File: src/rtl/dmx_channel_pwm.sv
// DMX512 channel-window capture with per-frame double buffering, driving NUM_CH
// 8-bit PWM outputs with loss-of-signal hold/blackout behaviour.
module dmx_channel_pwm #(
  parameter int NUM_CH         = 8,
  parameter int CLK_FREQ       = 12090000,
  parameter int PWM_DIV        = 4,
  parameter int LOS_TIMEOUT_MS = 1000
) (
  input  logic                  clk,
  input  logic                  rst_n,
  input  logic                  enable,
  input  logic [8:0]            start_addr,
  input  logic                  rx_valid,
  input  logic [9:0]            rx_slot,
  input  logic [7:0]            rx_data,
  input  logic                  rx_frame_done,
  input  logic                  rx_frame_abort,
  input  logic                  los_hold,
  output logic [NUM_CH-1:0]     pwm_out,
  output logic [8*NUM_CH-1:0]   levels_flat,
  output logic [15:0]           frame_count,
  output logic                  signal_ok,
  output logic                  start_code_err
);

  localparam int LOS_CYCLES = (CLK_FREQ / 1000) * LOS_TIMEOUT_MS;
  localparam int LW         = $clog2(LOS_CYCLES + 1);
  localparam int PW         = (PWM_DIV > 1) ? $clog2(PWM_DIV) : 1;
  localparam logic [LW-1:0] LOS_MAX = LW'(LOS_CYCLES);
  localparam logic [LW-1:0] LOS_PRE = LW'(LOS_CYCLES - 1);
  localparam logic [PW-1:0] PRE_MAX = PW'(PWM_DIV - 1);

  typedef enum logic [1:0] {
    WAIT_SC = 2'd0,
    CAPTURE = 2'd1,
    SKIP    = 2'd2
  } state_t;

  state_t                  r_state;
  state_t                  w_nextState;

  logic [8:0]              r_addrQ;
  logic [NUM_CH-1:0][7:0]  r_shadow;
  logic [NUM_CH-1:0][7:0]  r_level;
  logic [NUM_CH-1:0][7:0]  r_cmp;
  logic [NUM_CH-1:0]       r_got;
  logic [NUM_CH-1:0]       r_pwm;
  logic [15:0]             r_frameCount;
  logic                    r_signalOk;
  logic                    r_scErr;
  logic [LW-1:0]           r_losCnt;
  logic [PW-1:0]           r_pre;
  logic [7:0]              r_pwmCnt;

  logic                    w_abort;
  logic                    w_done;
  logic                    w_valid;
  logic [9:0]              w_slotDiff;
  logic                    w_inWindow;
  logic                    w_startFrame;
  logic                    w_scErr;
  logic                    w_capture;
  logic                    w_commit;
  logic                    w_blackout;
  logic                    w_tick;
  logic                    w_wrap;

  // Abort beats done, and either of them drops a byte strobed in the same cycle.
  assign w_abort    = enable & rx_frame_abort;
  assign w_done     = enable & rx_frame_done & ~rx_frame_abort;
  assign w_valid    = enable & rx_valid & ~rx_frame_done & ~rx_frame_abort;
  assign w_slotDiff = rx_slot - {1'b0, r_addrQ};
  assign w_inWindow = (r_addrQ != 9'd0) && (rx_slot >= {1'b0, r_addrQ}) &&
                      (rx_slot <= 10'd512) && (w_slotDiff < 10'(NUM_CH));

  always_comb begin
    w_nextState  = r_state;
    w_startFrame = 1'b0;
    w_scErr      = 1'b0;
    w_capture    = 1'b0;
    w_commit     = 1'b0;
    if (!enable || w_abort) begin
      w_nextState = WAIT_SC;
    end else if (w_done) begin
      w_nextState = WAIT_SC;
      w_commit    = (r_state == CAPTURE);
    end else if (w_valid && (rx_slot == 10'd0)) begin
      if (rx_data == 8'h00) begin
        w_nextState  = CAPTURE;
        w_startFrame = 1'b1;
      end else begin
        w_nextState = SKIP;
        w_scErr     = 1'b1;
      end
    end else if (w_valid && (r_state == CAPTURE) && w_inWindow) begin
      w_capture = 1'b1;
    end
  end

  always_ff @(posedge clk or negedge rst_n) begin
    if (!rst_n) begin
      r_state <= WAIT_SC;
    end else begin
      r_state <= w_nextState;
    end
  end

  // Blackout fires on the cycle the LOS count is reached and keeps firing while held in LOS.
  assign w_blackout = ~los_hold & ~w_commit & ((r_losCnt == LOS_PRE) | (r_losCnt == LOS_MAX));

  always_ff @(posedge clk or negedge rst_n) begin
    if (!rst_n) begin
      r_addrQ      <= '0;
      r_shadow     <= '0;
      r_got        <= '0;
      r_level      <= '0;
      r_frameCount <= '0;
      r_scErr      <= 1'b0;
    end else begin
      r_scErr <= w_scErr;
      if (w_startFrame) begin
        r_addrQ  <= start_addr;
        r_got    <= '0;
        r_shadow <= '0;
      end else if (w_capture) begin
        for (int i = 0; i < NUM_CH; i++) begin
          if (w_slotDiff == 10'(i)) begin
            r_shadow[i] <= rx_data;
            r_got[i]    <= 1'b1;
          end
        end
      end
      if (w_commit) begin
        for (int i = 0; i < NUM_CH; i++) begin
          if (r_got[i]) begin
            r_level[i] <= r_shadow[i];
          end
        end
        r_frameCount <= r_frameCount + 16'd1;
      end else if (w_blackout) begin
        r_level <= '0;
      end
    end
  end

  always_ff @(posedge clk or negedge rst_n) begin
    if (!rst_n) begin
      r_losCnt   <= '0;
      r_signalOk <= 1'b0;
    end else if (w_commit) begin
      r_losCnt   <= '0;
      r_signalOk <= 1'b1;
    end else if (r_losCnt != LOS_MAX) begin
      r_losCnt <= r_losCnt + LW'(1);
      if (r_losCnt == LOS_PRE) begin
        r_signalOk <= 1'b0;
      end
    end
  end

  assign w_tick = (r_pre == PRE_MAX);
  assign w_wrap = w_tick && (r_pwmCnt == 8'd254);

  // Compare values only reload at the period boundary so a level change never glitches a pulse.
  always_ff @(posedge clk or negedge rst_n) begin
    if (!rst_n) begin
      r_pre    <= '0;
      r_pwmCnt <= '0;
      r_cmp    <= '0;
      r_pwm    <= '0;
    end else begin
      r_pre <= w_tick ? '0 : r_pre + PW'(1);
      if (w_tick) begin
        r_pwmCnt <= (r_pwmCnt == 8'd254) ? 8'd0 : r_pwmCnt + 8'd1;
      end
      if (w_wrap) begin
        r_cmp <= r_level;
      end
      for (int i = 0; i < NUM_CH; i++) begin
        r_pwm[i] <= (r_pwmCnt < r_cmp[i]);
      end
    end
  end

  assign pwm_out        = enable ? r_pwm : '0;
  assign levels_flat    = r_level;
  assign frame_count    = r_frameCount;
  assign signal_ok      = r_signalOk;
  assign start_code_err = r_scErr;

endmodule
File: config.mk
export PLATFORM = sky130hd
export DESIGN_NAME = dmx_channel_pwm
export DESIGN_NICKNAME = d
export VERILOG_FILES = /design/src/rtl/dmx_channel_pwm.sv
export SDC_FILE = /design/constraint.sdc
export NUM_CORES = 1
export LEC_CHECK = 0
export CAP_MARGIN = 20
export CORE_UTILIZATION = 55
export DETAILED_ROUTE_END_ITERATION = 8
export GPL_ROUTABILITY_DRIVEN = 0
export PLACE_DENSITY = 0.84
export SKIP_CTS_REPAIR_TIMING = 1
export SLEW_MARGIN = 30
export SYNTH_ARGS = -nofsm -noshare
export SYNTH_HDL_FRONTEND = slang
export SYNTH_SLANG_ARGS = --single-unit
export TNS_END_PERCENT = 100
File: constraint.sdc
create_clock -name clk -period 3.15 [get_ports clk]
set_clock_uncertainty 0.1 [all_clocks]
set_input_delay 0.63 -clock clk [delete_from_list [all_inputs] [get_ports clk]]
set_output_delay 0.63 -clock clk [all_outputs]
set_load 0.03 [all_outputs]
## Yosys cells after proc, flatten, opt, wreduce, memory -nomap -nowiden

Cells that the tools add are included.

| storage, ports and cells | value |
|---|---|
| register bits after elaboration | 271 |
| bits of input ports | 34 |
| output and inout port bits | 90 |
| logic and storage cells | 190 |

| cells by class | value |
|---|---|
| add/sub/neg operators | 5 |
| order comparisons | 11 |
| equality and inequality tests | 21 |
| muxes and demuxes | 56 |
| bitwise logic cells | 13 |
| reduce and logical (&&, ||, !) cells | 43 |

Operator list:

| kind | number |
|---|---|
| 2-to-1 mux 64 bit | 4 |
| 2-to-1 mux 8 bit | 20 |
| < comparator 8 bit | 8 |
| equality test 24 bit, second input constant | 2 |
| 2-to-1 mux 24 bit | 2 |
| equality test 10 x 3 -> 1 bit, second input constant | 4 |
| AND reduction 2 bit | 17 |
| 2-to-1 mux 1 bit | 25 |
| adder 24 x 1 -> 24 bit, second input constant | 1 |
| != test 24 bit, second input constant | 1 |
| nonzero test 2 bit | 12 |
| equality test 10 x 2 -> 1 bit, second input constant | 2 |
| logical NOT 10 bit | 2 |
| adder 16 x 1 -> 16 bit, second input constant | 1 |
| != test 2 bit, second input constant | 8 |
| equality test 10 x 1 -> 1 bit, second input constant | 1 |
| >= comparator 10 x 9 -> 1 bit | 1 |
| less-or-equal comparator 10 bit, second input constant | 1 |
| < comparator 10 x 4 -> 1 bit, second input constant | 1 |
| 2-to-1 mux 2 bit | 5 |
| subtractor 10 x 9 -> 10 bit | 1 |
| nonzero test 9 bit | 1 |
| adder 8 x 1 -> 8 bit, second input constant | 1 |
| AND 1 bit | 8 |
| other kinds (11) | 20 |

## Logic depth before layout (Yosys ltp)

Gate-level depths: netlist (run 1).

| logic depth | value |
|---|---|
| depth after elaboration | 11 |
| gate-level depth with buffers | 11 |
| gate-level depth less buffers | 10 |

## Worst setup path after synthesis (run 1)

OpenSTA, ideal clock, no wires.

| timing path | value |
|---|---|
| kind | in2reg |
| from | in rx_slot[0] |
| to | reg r_shadow[0] (netlist bit) |
| setup time | 129 ps |
| data arrival time | 2819 ps |
| required time | 2921 ps |
| path slack | 102 ps |
| cell stages on the path | 11 |
| buffers on the path | 1 |
| cells stage by stage | inv_1 -> ha_1 -> fa_1 -> nand2b_1 -> a21o_1 -> a21oi_1 -> nand4_1 -> a311oi_4 -> nand3_1 -> buf_6 -> mux2i_1 |

| between the ends | value |
|---|---|
| cells in the longest elaborated chain, start to end | 11 |
| elaborated cells on any way between the ends | 22 |
| those cells by class | add/sub (1); order compare (3); mux (8); reduce/logical (10) |

RTL lines:

| element | line | source |
|---|---|---|
| from (decl) | 14 | `input logic [9:0] rx_slot,` |
| branches (longest 11 deep; another with subtractor 10 x 9 -> 10 bit) | - |  |
| to (signal, indexed assignment) | 128 | `r_shadow[i] <= rx_data;` |
| to (decl) | 43 | `logic [NUM_CH-1:0][7:0] r_shadow;` |

Parallel ways; which one is timed is not known.
A chain may end at the register's enable or synchronous reset.

## Worst setup path in the final report (run 1)

| timing path | value |
|---|---|
| from | in rx_slot[0] |
| to | reg r_shadow[49] (netlist bit) |

Same word-level chain as after synthesis.

==> results of run 1 <==
## sequential cells by signal, summed over array words and instances (netlist names)
register,flops
start_code_err,1
levels_flat,64
r_got,8
r_state,2
r_pwm,8
r_pwmCnt,8
r_cmp,64
r_shadow,64
signal_ok,1
r_addrQ,9
frame_count,16
r_losCnt,24
r_pre,2
## worst max-delay path: cells and delay by family
family                   cells  cell delay [ps]
buffers and inverters        4              930
AND/OR/NAND/NOR              3              850
multiplexers                 1              130
AO/OA/AOI/OAI                3              450
adder cells (fa/ha/maj)      2              410
## placed cells by master, fill, tap and decap left out, types with 4 or more instances in the layout
cell type	synthesis	final
clkbuf_1	46	11
xor2_1	23	23
clkdlybuf4s50_1	0	122
buf_4	0	47
mux2i_1	65	63
and2_1	17	16
nor2_1	60	60
a21oi_1	27	26
nor2b_1	13	13
ha_1	71	71
dfrtp_1	271	271
nor4_1	14	13
mux2_2	10	10
buf_12	0	4
xnor2_1	19	19
o21ai_0	147	147
nor3_1	25	25
nand3_2	0	4
a211o_1	9	9
a21o_1	21	21
inv_1	90	90
nand3_1	29	25
clkbuf_16	0	29
nand2b_1	12	11
nand4_1	16	16
nand2_1	284	283
and3_1	5	5
buf_6	8	10
clkbuf_8	0	6
## final cells by class
| cell class | count | area share |
|---|---|---|
| clock buffer | 46 | 0.0539 |
| clock inverter | 5 | 0.00341 |
| inverter | 90 | 0.0214 |
| multi-input combinational | 901 | 0.352 |
| sequential | 271 | 0.430 |
| tap | 313 | 0.0248 |
| timing repair buffer | 188 | 0.115 |
## worst paths after layout
| check | end | cells after the start |
|---|---|---|
| worst max-delay path | r_shadow[49] | 13 |
| worst min-delay path | r_pre[0] | 1 |
| worst max register to register | r_shadow[49] | 11 |
| worst min register to register | r_pre[0] | 1 |
| max in group asynchronous | r_cmp[41] | 3 |
| min in group asynchronous | frame_count[5] | 2 |
## power breakdown
group / switching, mW / internal, mW / total, mW
logic: 0.149 / 0.0832 / 0.232
registers: 0.000151 / 3.48 / 3.48
clock network: 1.32 / 1.91 / 3.23
## kinds of logic after synthesis
logic type | count (synthesis) | share of synthesized area
DFF | 271 | 0.525
AOI/OAI and AO/OA | 221 | 0.0976
buffers and inverters | 153 | 0.0494
muxes | 75 | 0.0591
adders and majority gates | 72 | 0.0704
xor gates and xnor gates | 42 | 0.0285
and+or+nand+nor | 491 | 0.169
## layer usage
metal	track usage	routed length [µm]	vias up
met5	0	0	-
met2	0.465	15900	348
met4	0.108	1160	0
met3	0.0318	1860	94
li1	-	-	4744
met1	0.358	13700	5034
==> impl_metrics.csv, run 1 <==
group,metric,value,unit
run_status,outcome,"finished, final reports clean",
setup_path,critPathKind,"in -> reg",
setup_path,critical_path.max_fanout,9,
place,placed_cells,1757,
clock_tree,root_buffer,"clkbuf_16",
grt,overflow,0,
timing,worst_slew_pin_slew,763,ps
setup_path,end_kind,"register",
die,num_io_pins,124,
die,dieHeight,155,µm
yosys,synth_top_area_frac,0.525,
grt,track_usage,0.273,
die,die_area,24100,µm²
finish,seqCellArea,6780,µm²
setup_path,startpoint,"rx_slot[0]",
place,numPortBuffers,123,
yosys,synth_edf_count,0,
place,preCtsSetupSlack,-674,ps
yosys,yosysSeqAreaShare,0.525,
timing,setup_slack,28.1,ps
finish,nFillCells,1615,
setup_path,r2r_setup_slack,230,ps
detailed_routing,drc,0,
die,die_width,155,µm
finish,layout.nets,1586,
power,p_leak,7.60,nW
die,core_area,22800,µm²
die,rows,55,
clock_tree,path_clk_slew,60,ps
flow_run,cap_violations,0,
yosys,ys_seq_elements,271,
grt,grt_pass1_wl,52100,µm
timing,report.final.slew_viol_count,0,
clock_tree,clockBufferDepth,3,
yosys,synth.avg_cell_area,9.74,µm²
finish,diodes,0,
timing,finalCritPeriodShare,0.991,
setup_path,critical_path_required,3430,ps
finish,area_growth,22.2,%
power,power_density,441,nW/µm²
die,initial_core_util,0.565,
grt,grt_pass1_vias,10293,
finish,fin_cells,1814,
grt,antenna_found_initial,0,
detailed_routing,drtIter0Drc,685,
power,fin_total_pwr,6.95,mW
finish,fin_area,15800,µm²
setup_path,setup.worst_path.start_class,"primary input",
timing,setup_viol,0,
place,dp_hpwl,22200,µm
clock_tree,numCtsBuffers,28,
detailed_routing,viasPerCell,5.63,
place,place_area,14700,µm²
yosys,yosysTopAreaCell,"dfrtp_1",
timing,max_slew_margin,0.487,
yosys,synth_area_leaders,"dfrtp_1 53%, nand2_1 8.3%, ha_1 6.9%",
clock_tree,clk-insertion-delay-late,540,ps
yosys,synth_area,12900,µm²
power,irDropWorstVdd,0.000413,V
yosys,syn-instance-count,1325,
timing,finalHoldViolCount,0,
detailed_routing,vias,10220,
timing,whs,337,ps
timing,setup_tns,0,ps
min_path,min_from,"r_pre[0]",
setup_path,r2r_start,"r_addrQ[0]",
setup_path,cp_slowest_cell,"or4b_2",
detailed_routing,first_pass_iters,7,
min_path,hold_path.class,"reg -> reg",
yosys,ys.flop_type,"dfrtp_1",
yosys,yosysMostFrequentCell,"nand2_1",
timing,period_minus_slack,3120,ps
yosys,synth_commonest_cells,"284 x nand2_1, 271 x dfrtp_1, 147 x o21ai_0",
setup_path,crit_arrival,3410,ps
yosys,syn-num-nets,1431,
grt,grt_max_degree,76,
finish,fin_util,0.690,
clock_tree,cts_tree,"yes",
setup_path,cp_cell_sequence,"clkdlybuf4s50_1, inv_1, ha_1, fa_2, nand2b_4, a21o_1, a21oi_2, or4b_2, o211ai_1, buf_4, nand3_1, buf_4, mux2i_1",
setup_path,crit_top_cell,"buf_4",
setup_path,slowest_delay,620,ps
yosys,yosysUniqueCellTypes,49,
detailed_routing,wl_per_cell,18.0,µm
clock_tree,htree_levels,1,
yosys,ys_warn_count,0,
finish,layout-drive-gt1-share,0.0906,
timing,max_freq,0.320,GHz
detailed_routing,routed_wl,32600,µm
yosys,ys_async_sr_fraction,1.00,
detailed_routing,ant_nets,0,
clock_tree,cts.sinks,271,
finish,multi_input_area,5550,µm²
(Power assumes the default switching activity.)
==> run 2, diff against run 1 <==
- ABC_AREA: unset -> 1
==> run 2 against run 1 <==
Combinational power increased by 9.1%. Critical path depth increased by 3. Register-to-register slack improved by 220 ps. Wire length increased by 0.18%. Sequential power about the same. Core utilization decreased by 0.18 points. Critical path type unchanged.
==> impl_metrics.csv, run 2 <==
group,metric,value,unit
run_status,outcome,"finished, final reports clean",
setup_path,cp_cell_sequence,"clkdlybuf4s50_1, inv_1, ha_1, fa_1, inv_1, nand2_1, nand2_1, nand3_1, nand3_1, nand4_2, nor2_8, buf_12, nand4_2, nand2_1, nand2_1, nand2_1",
clock_tree,cts_tree,"yes",
die,initial_core_util,0.564,
finish,layout_commonest_cell,"nand2_1",
die,dieHeight,155,µm
setup_path,cp_slowest_cell,"clkdlybuf4s50_1",
min_path,holdPathStages,1,
setup_path,reg2reg_to,"r_shadow[2]",
die,num_io_pins,124,
setup_path,reg2reg_depth,14,
detailed_routing,drtIter0Drc,852,
detailed_routing,ant_nets,0,
die,die_area,24000,µm²
finish,fin_area,15700,µm²
detailed_routing,wl_per_cell,16.4,µm
yosys,ys_async_sr_fraction,1.00,
setup_path,setup.worst_path.start_class,"primary input",
yosys,synth-adder-area-share,0.0707,
setup_path,cp_num_buf_inv,4,
clock_tree,numCtsBuffers,28,
clock_tree,root_buffer,"clkbuf_16",
clock_tree,clockBufferDepth,3,
detailed_routing,drc,0,
setup_path,r2r_setup_slack,450,ps
setup_path,end_kind,"register",
yosys,synth_area,12900,µm²
power,irDropWorstVdd,0.000321,V
yosys,synth_top_family_by_area,"simple AND/OR/NAND/NOR gates",
yosys,synth-compound-area-share,0.0757,
die,core_area,22800,µm²
yosys,yosys.area_share.simple,0.256,
yosys,yosysUniqueCellTypes,40,
setup_path,cp.depth,16,
power,fin_total_pwr,7.13,mW
grt,antenna_found_initial,0,
yosys,yosysMostFrequentCell,"nand2_1",
yosys,ys_warn_count,0,
grt,track_usage,0.282,
flow_run,cap_violations,0,
timing,report.final.slew_viol_count,0,
yosys,synth_area_leaders,"dfrtp_1 53%, nand2_1 14%, ha_1 6.9%",
finish,layout_common_cells,"491 x nand2_1, 271 x dfrtp_1, 146 x nand3_1",
grt,overflow,0,
yosys,synth_edf_count,0,
detailed_routing,viasPerCell,5.52,
setup_path,critPathKind,"in -> reg",
finish,diodes,0,
place,numPortBuffers,123,
setup_path,crit_family,"simple AND/OR/NAND/NOR gates",
yosys,synth_commonest_cells,"491 x nand2_1, 271 x dfrtp_1, 146 x nand3_1",
timing,setup_viol,0,
setup_path,cp-endpoint,"r_shadow[2]",
detailed_routing,routed_wl,32700,µm
yosys,synth.avg_cell_area,8.59,µm²
detailed_routing,first_pass_iters,7,
finish,layout.nets,1764,
yosys,synth_top_area_frac,0.528,
timing,worst_slew_pin_slew,713,ps
setup_path,startpoint,"rx_slot[0]",
finish,area_growth,22.0,%
clock_tree,cts.sinks,271,
clock_tree,htree_levels,1,
die,rows,55,
grt,grt_pass1_vias,10911,
timing,grt_setup_unrepaired,"no",
yosys,ys_seq_elements,271,
yosys,ys.flop_type,"dfrtp_1",
setup_path,crit_top_cell,"nand2_1",
setup_path,r2r_start,"r_addrQ[0]",
clock_tree,path_clk_slew,60,ps
yosys,yosysSeqAreaShare,0.528,
place,placed_cells,1940,
finish,fin_cells,1992,
grt,grt_pass1_wl,53900,µm
finish,layout-drive-gt1-share,0.0774,
yosys,yosysTopAreaCell,"dfrtp_1",
timing,finalCritPeriodShare,0.924,
timing,period_minus_slack,2910,ps
yosys,synthXorXnorAreaFrac,0.0123,
timing,max_slew_margin,0.525,
finish,nFillCells,1676,
timing,max_freq,0.344,GHz
power,power_density,454,nW/µm²
detailed_routing,vias,10992,
grt,grt_max_degree,75,
die,die_width,155,µm
place,place_area,14700,µm²
setup_path,slowest_delay,490,ps
min_path,hold_path.class,"reg -> reg",
setup_path,critical_path.max_fanout,10,
yosys,syn-instance-count,1496,
yosys,syn-num-nets,1602,
setup_path,crit_arrival,3300,ps
clock_tree,clk-insertion-delay-late,560,ps
place,dp_hpwl,22500,µm
yosys,muxShareOfSynthArea,0,
timing,finalHoldViolCount,0,
power,p_leak,8.13,nW
setup_path,critical_path_required,3540,ps
[run 2: kinds of logic (layout without fill, tap and decap cells)]
family / count (synthesis) / count (layout)
adders and majority gates: 72 / 72
buffers and inverters: 186 / 369
xor gates and xnor gates: 18 / 18
and+or+nand+nor: 771 / 771
DFF: 271 / 271
AOI/OAI and AO/OA: 178 / 178
[run 2: worst min-delay path by stage]
| stage | from | endpoint | slack, ps |
|---|---|---|---|
| final | r_pre[0] | r_pre[0] | 350 |
| after global routing | r_pre[0] | r_pre[0] | 360 |
| after CTS | rst_n | levels_flat[36] | -40 |
| after detailed placement | r_pre[0] | r_pre[0] | 330 |
| after global placement | r_pre[0] | r_pre[0] | 310 |
| after floorplan | rst_n | frame_count[0] | 230 |
[run 2: metal layers]
layer | GRT usage | routed length [µm] | vias up
li1 | - | - | 5200
met1 | 0.365 | 13100 | 5262
met2 | 0.477 | 16100 | 450
met3 | 0.0482 | 2390 | 80
met4 | 0.105 | 1020 | 0
met5 | 0 | 0 | -
[run 2: per-stage QoR]
step,utilization,hold WS (ps),setup WS (ps),TNS (ps)
final,0.688,355,240,0
after global placement,0.647,312,-117,-6600
after detailed placement,0.647,327,-283,-14320
after floorplan,-,234,418,0
after CTS,0.688,-44.4,263,0
after global routing,0.688,363,12.7,0
[run 2: power breakdown]
part	leakage [nW]	total, mW	internal [mW]	switching, mW
clock	0.461	3.38	2.03	1.36
combinational	4.03	0.253	0.0924	0.161
sequential	3.64	3.49	3.49	0.00482
[run 2: layout make-up]
| class | count | area, µm² | area share |
|---|---|---|---|
| well taps | 313 | 392 | 0.0250 |
| multi-input cells | 1039 | 5340 | 0.340 |
| flip-flops and latches | 271 | 6780 | 0.432 |
| repair buffers | 175 | 1690 | 0.108 |
| clock buffers | 44 | 821 | 0.0523 |
| clock inverters | 7 | 121 | 0.00774 |
| inverters | 143 | 539 | 0.0344 |
==> run 3, diff against run 2 <==
- CORE_UTILIZATION: 55 -> 42
- PLACE_DENSITY: 0.84 -> 0.69
- REMOVE_ABC_BUFFERS: unset -> 1
- clock period: 3.15 -> 3.7 ns (I/O delays scaled with it)
==> run 3 against run 2 <==
Setup slack improved by 380 ps. First-iteration DRC count fell by 21%. Critical path type is now in -> out. Critical endpoint is now pwm_out[5]. Register-to-register slack gained 560 ps.
==> impl_metrics.csv, run 3 (same netlist as run 2, synthesis figures left out) <==
group,metric,value,unit
setup_path,crit_family,"buffers and inverters",
detailed_routing,routed_wl,31700,µm
place,place_area,14800,µm²
finish,nFillCells,2734,
grt,grt_pass1_vias,10178,
detailed_routing,first_pass_iters,4,
setup_path,r2r_setup_slack,1010,ps
setup_path,cp_cell_sequence,"clkdlybuf4s50_1, buf_4, nand2_1, inv_1, clkdlybuf4s50_1",
timing,setup_viol,0,
place,dp_hpwl,22100,µm
setup_path,cp_num_buf_inv,4,
clock_tree,htree_levels,1,
setup_path,crit_arrival,2240,ps
die,dieHeight,177,µm
flow_run,cap_violations,0,
setup_path,reg2reg_to,"r_shadow[17]",
setup_path,critical_path.max_fanout,11,
timing,period_minus_slack,3080,ps
grt,track_usage,0.211,
timing,setup_tns,0,ps
clock_tree,path_clk_slew,60,ps
clock_tree,clk-insertion-delay-late,550,ps
timing,report.final.slew_viol_count,0,
place,numPortBuffers,123,
clock_tree,cts.sinks,271,
grt,antenna_found_initial,0,
min_path,hold_path.class,"in -> async",
finish,layout-drive-gt1-share,0.0725,
timing,max_slew_margin,0.395,
timing,finalCritPeriodShare,0.833,
setup_path,r2r_start,"r_addrQ[0]",
setup_path,end_kind,"output port",
setup_path,startpoint,"enable",
die,die_width,177,µm
run_status,outcome,"finished, final reports clean",
finish,seqCellArea,6780,µm²
finish,layout_commonest_cell,"nand2_1",
die,rows,63,
finish,layout.nets,1756,
place,placed_cells,2008,
grt,top_usage_layer,"met2",
finish,multi_input_area,5340,µm²
grt,grt_max_degree,123,
grt,grt_util_met1,0.289,
grt,overflow,0,
grt,grt_pass1_wl,52600,µm
die,initial_core_util,0.430,
setup_path,crit_top_cell,"clkdlybuf4s50_1",
timing,grt_setup_unrepaired,"no",
setup_path,reg2reg_depth,14,
die,num_io_pins,124,
clock_tree,numCtsBuffers,30,
die,core_area,29900,µm²
finish,fin_area,15800,µm²
finish,diodes,0,
finish,fin_cells,2060,
detailed_routing,drc,0,
grt,met2_usage,0.347,
power,irDropWorstVdd,0.000317,V
clock_tree,cts_tree,"yes",
setup_path,slowest_delay,650,ps
power,p_leak,8.11,nW
die,die_area,31300,µm²
clock_tree,root_buffer,"clkbuf_16",
setup_path,critical_path_required,2860,ps
detailed_routing,vias,10469,
timing,whs,90.7,ps
timing,finalHoldViolCount,0,
power,power_density,397,nW/µm²
timing,max_freq,0.324,GHz
finish,area_growth,22.9,%
setup_path,critPathKind,"in -> out",
detailed_routing,wl_per_cell,15.4,µm
grt,grtUsageMet3,0.0361,
setup_path,cp_slowest_cell,"clkdlybuf4s50_1",
timing,worst_slew_pin_slew,900,ps
clock_tree,clockBufferDepth,3,
detailed_routing,viasPerCell,5.08,
setup_path,setup.worst_path.start_class,"primary input",
finish,layout_common_cells,"491 x nand2_1, 271 x dfrtp_1, 146 x nand3_1",
detailed_routing,ant_nets,0,
power,fin_total_pwr,6.27,mW
detailed_routing,drtIter0Drc,670,
run 3: cell types whose count changed in the layout (fill, tap and decap cells not counted), sizes merged:
cell and delta:
buf -15, bufinv +1, clkbuf -1, clkdlybuf4s50 +6, clkinv +1, dlygate4sd3 -1
run 3: per-layer routing:
layer	wire, µm	share of wire
met1	14600	0.46
met2	14900	0.47
met3	1590	0.050
met4	634	0.020
met5	0	0
run 3: per-stage QoR:
stage | setup slack [ps] | util
floorplan | -1850 | -
global placement | 265 | 0.494
detailed placement | 126 | 0.494
CTS | 571 | 0.529
global route | 461 | 0.529
finish | 618 | 0.529
run 3: worst max-delay path by stage:
stage	cells after the start	endpoint	slack, ps
6_report	5	pwm_out[5]	620
5_1_grt	18	r_shadow[17]	460
4_1_cts	5	pwm_out[5]	570
3_5_place_dp	16	r_shadow[17]	130
3_3_place_gp	18	r_shadow[26]	270
2_1_floorplan	9	r_pwmCnt[7]	-1850
run 3: layout make-up:
class,instances,share of cell area
clock buffers,43,0.0564
repair buffers,165,0.102
clock inverters,9,0.00942
well taps,390,0.0309
inverters,143,0.0340
flip-flops and latches,271,0.429
multi-input cells,1039,0.338
run 3: report_power, final:
part	total (mW)	switching [mW]	internal, mW
logic	0.205	0.138	0.0668
clock network	3.10	1.16	1.93
registers	2.97	0.00411	2.97
run 3: worst reg2reg max path, cell delays in order, from the launching register on:
cell and delay, ps:
dfrtp_1 390, ha_1 220, fa_1 420, inv_1 70, nand2_1 40, nand2_1 120
nand3_1 120, nand3_1 110, nand4_2 170, nor2_8 170, buf_12 140, nand4_2 250
nand2_1 190, nand2_1 80, nand2_1 60
